<file path="config.mk">
export PLATFORM = sky130hd
export DESIGN_NAME = rx_baud_gen
export DESIGN_NICKNAME = d
export VERILOG_FILES = /design/src/rtl/rx_baud_gen.sv
export SDC_FILE = /design/constraint.sdc
export NUM_CORES = 1
export LEC_CHECK = 0
export ABC_AREA = 0
export CAP_MARGIN = 20
export CORE_MARGIN = 8
export CORE_UTILIZATION = 60
export CTS_BUF_LIST = sky130_fd_sc_hd__clkbuf_8
export DETAILED_ROUTE_END_ITERATION = 8
export PLACE_DENSITY_LB_ADDON = 0.3
export SYNTH_ARGS = -nofsm -noshare
export SYNTH_HDL_FRONTEND = slang
export SYNTH_SLANG_ARGS = --single-unit
</file>
<file path="constraint.sdc">
create_clock -name clk -period 9.1 [get_ports clk]
set_input_delay 1.82 -clock clk [delete_from_list [all_inputs] [get_ports clk]]
set_output_delay 1.82 -clock clk [all_outputs]
set_load 0.02 [all_outputs]
</file>
<file path="src/rtl/rx_baud_gen.sv">
// rx_baud_gen: hunts the RX start edge and emits 11 mid-bit baud ticks per 8N1 frame
module rx_baud_gen #(
    parameter logic [15:0] DEFAULT_DIV = 16'd5208,
    parameter logic [15:0] MIN_DIV     = 16'd2
) (
    input  logic        clk,
    input  logic        rst,
    input  logic        RX,
    input  logic        en,
    input  logic        db_wr,
    input  logic        db_sel,
    input  logic [7:0]  db_data,
    output logic        baud,
    output logic        busy,
    output logic [15:0] div_active
);
    typedef enum logic [1:0] {HUNT, RUN, FLUSH} state_t;
    state_t      state_q, state_d;
    logic        rx_meta_q, rx_s_q, rx_prev_q, fall;
    logic [15:0] shadow_q, shadow_d, active_q, active_d, cnt_q, cnt_d;
    logic [3:0]  tick_q, tick_d;
    always_ff @(posedge clk) begin
        if (rst) begin
            state_q   <= HUNT;
            rx_meta_q <= 1'b1;
            rx_s_q    <= 1'b1;
            rx_prev_q <= 1'b1;
            shadow_q  <= DEFAULT_DIV;
            active_q  <= DEFAULT_DIV;
            cnt_q     <= 16'd0;
            tick_q    <= 4'd0;
        end else begin
            state_q   <= state_d;
            rx_meta_q <= RX;
            rx_s_q    <= rx_meta_q;
            rx_prev_q <= rx_s_q;
            shadow_q  <= shadow_d;
            active_q  <= active_d;
            cnt_q     <= cnt_d;
            tick_q    <= tick_d;
        end
    end
    assign fall       = rx_prev_q & ~rx_s_q;
    assign busy       = state_q != HUNT;
    assign div_active = active_q;
    always_comb begin
        shadow_d = shadow_q;
        if (db_wr) shadow_d = db_sel ? {db_data, shadow_q[7:0]} : {shadow_q[15:8], db_data};
        state_d  = state_q;
        active_d = active_q;
        cnt_d    = cnt_q;
        tick_d   = tick_q;
        baud     = 1'b0;
        unique case (state_q)
            HUNT: begin
                // shadow_d lets a write land in active on the very next cycle
                active_d = (shadow_d < MIN_DIV) ? MIN_DIV : shadow_d;
                if (en && fall) begin
                    cnt_d   = (active_q >> 1) - 16'd1;
                    tick_d  = 4'd0;
                    state_d = RUN;
                end
            end
            RUN: begin
                if (cnt_q != 16'd0) cnt_d = cnt_q - 16'd1;
                else begin
                    baud    = 1'b1;
                    cnt_d   = active_q - 16'd1;
                    tick_d  = tick_q + 4'd1;
                    state_d = (tick_q == 4'd0 && rx_s_q) ? HUNT : (tick_q == 4'd9) ? FLUSH : RUN;
                end
            end
            FLUSH: begin
                baud    = 1'b1;
                state_d = HUNT;
            end
            default: state_d = HUNT;
        endcase
        if (!en) begin
            state_d = HUNT;
            baud    = 1'b0;
        end
    end
endmodule

</file>
==> run metrics <==
clk sink count=57; Clock Latency Late Sink=340 ps; H-tree levels=3; Ant. Diodes=0; final max-slew violation count=0; endpoints failing setup=0; clock tree from TritonCTS=done; worst path bufs/invs=2; via count=3158; startpoint types=input port; Top cell by count, worst path=clkdlybuf4s50_1; Setup WS pre-CTS=4190 ps; synth top area cells=dfxtp_1 34%, mux2i_1 7.1%, nor2_1 6.7%; P&R area growth vs syn=17.3%; Routability Congestion=0.893; Switching Share=0.280; largest net degree at the start of global routing=54; final hold vios=0; setup TNS=0 ps; DRC violations left=0; Ports=32; global-route wire length before repair=14300 µm; WL/cell=17.5 µm; Req. time, crit path=7280 ps; post-synth top area share=0.339; Netlist Area Pre-Place=3360 µm²; Int Pwr=494 µW; GR Overflow Total=0; Gate power share=0.172; Post-synth ARST share=0; sequential share of the synthesized area=0.339; Post-synth EDFFs=0; power share of the clock group=0.427; area of the die=8250 µm²; Slowest-stage cell, CP=clkdlybuf4s50_1; setup bufs post-CTS=0; crit-path cells=clkdlybuf4s50_1 > nand2_1 > nor2_1 > clkdlybuf4s50_1; Hold WC Path Type=reg2reg; CTS max path bufs=2; Syn Nets=415; # port buffers=31; Final WS setup=4200 ps; most numerous cell in the Yosys netlist=nor2_1; Die Wd=90.9 µm; initial antenna violation count=0; Total GRT Usage=0.210; DRT iter0 DRCs=307; total routed wirelength=8680 µm; FF+latch count, synth=57; Ys Warns=0; commonest cells in the netlist=60 x nor2_1, 57 x dfxtp_1, 28 x nand2_1, 24 x mux2i_1; Antenna Nets Post-Route=0; Avg Vias per Cell=6.37; RSZ-0062 raised after global routing=no; CTS Hold Buffers Added=0; DRT Pass-1 Iters=5; syn_area_per_cell=8.53 µm²; Core ar.=5470 µm²; status=finished clean; switching power=192 µW; Post-Place Cells=479; post-layout net count=440; Site Rows=27; P_leak=1.51 nW; Worst Path Max Fanout=3; post-synthesis cell type count=75; PD cells=174 nW/µm²; Final min period=4900 ps; kind of critical path=in2out; Non-Filler Instances=496; Die Y=90.9 µm; VDD IR max=0.101 mV; Setup crit end kind=primary output; Top FF cell, synth=dfxtp_1; f_max=204 MHz; Final period util=0.538; Synth Instances=394; PostCTS Resize Cnt=0; max incr delay on CP=600 ps; vias in the first global route=2975; Worst EP arrival=3080 ps; CP delay by family, top=buffers and inverters; clock skew=8.28 ps; Yosys top cell by area=dfxtp_1; Total Power=686 µW; clk slew on worst S/H paths=60 ps; Rel. slew slack=0.505; Post-DP HPWL=6070 µm; MaxCap Viol Count=0; Starting Density=0.614; sequential share of power=0.401; root buffer cell=clkbuf_8; share of cells above drive strength 1=0.125; total CTS buffers=9; Worst-Margin Slew=738 ps
-- metal layers --
layer	track usage	share of wire	up-vias
met1	0.248	0.44	1508
met5	0	0	-
met3	0.0574	0.063	19
li1	-	-	1507
met2	0.347	0.47	124
met4	0.0900	0.022	0
-- layout by cell type (no fill, tap or decap), drive strengths merged, types with 4 or more instances in the layout --
cell,n
a211o,5
or2,5
mux2i,24
nor2,62
a31oi,4
nand3,12
o31ai,4
clkbuf,10
nor4,5
ha,7
dfxtp,57
nor3b,5
nor2b,5
nand2,29
xnor2,5
o21ai,21
clkdlybuf4s50,31
nand2b,9
nor3,12
a211oi,11
inv,8
mux2,6
nand4,5
a21o,4
a21oi,19
-- area by class of cell --
| class | count | area [µm²] |
|---|---|---|
| multi-input combinational | 310 | 2100 |
| fill | 446 | 1530 |
| sequential | 57 | 1140 |
| timing repair buffer | 34 | 345 |
| clock buffer | 10 | 138 |
| clock inverter | 6 | 106 |
| tap | 72 | 90.1 |
| inverter | 7 | 26.3 |
-- worst paths after layout --
| check | slack, ps | to | cells past startpoint | from |
|---|---|---|---|---|
| max | 4200 | baud | 4 | en |
| min reg2reg | 410 | rx_s_q | 1 | rx_meta_q |
| max reg2reg | 5620 | cnt_q[8] | 12 | cnt_q[0] |
| min | 410 | rx_s_q | 1 | rx_meta_q |
-- state kept, by name, indices dropped and copies added, names as in the netlist --
name        flops
cnt_q          16
div_active     16
shadow_q       16
tick_q          4
state_q         2
rx_meta_q       1
rx_prev_q       1
rx_s_q          1
-- per-stage QoR --
stage                util  hold WS (ps)  cell area (µm²)
global placement    0.673           396             3680
floorplan               -           389             3360
CTS                 0.717           412             3930
global route        0.721           423             3950
detailed placement  0.673           397             3680
finish              0.721           412             3950
-- power groups by stage --
stage                     clock network (mW)  logic (mW)  registers [mW]
after floorplan                            0      0.0780           0.281
after global placement                     0       0.112           0.280
after detailed placement                   0       0.116           0.280
after CTS                              0.296       0.116           0.275
after global routing                   0.307       0.127           0.276
final                                  0.293       0.118           0.275
-- cells by family after synthesis --
logic type,after synthesis,synth area share
adder cells (fa/ha/maj),7,0.0261
flip-flops,57,0.339
multiplexers,30,0.0916
AO/OA/AOI/OAI,104,0.240
XOR/XNOR,5,0.0130
AND/OR/NAND/NOR,164,0.253
buffers and inverters,27,0.0372
No activity file was read; power rests on OpenSTA's default activity.
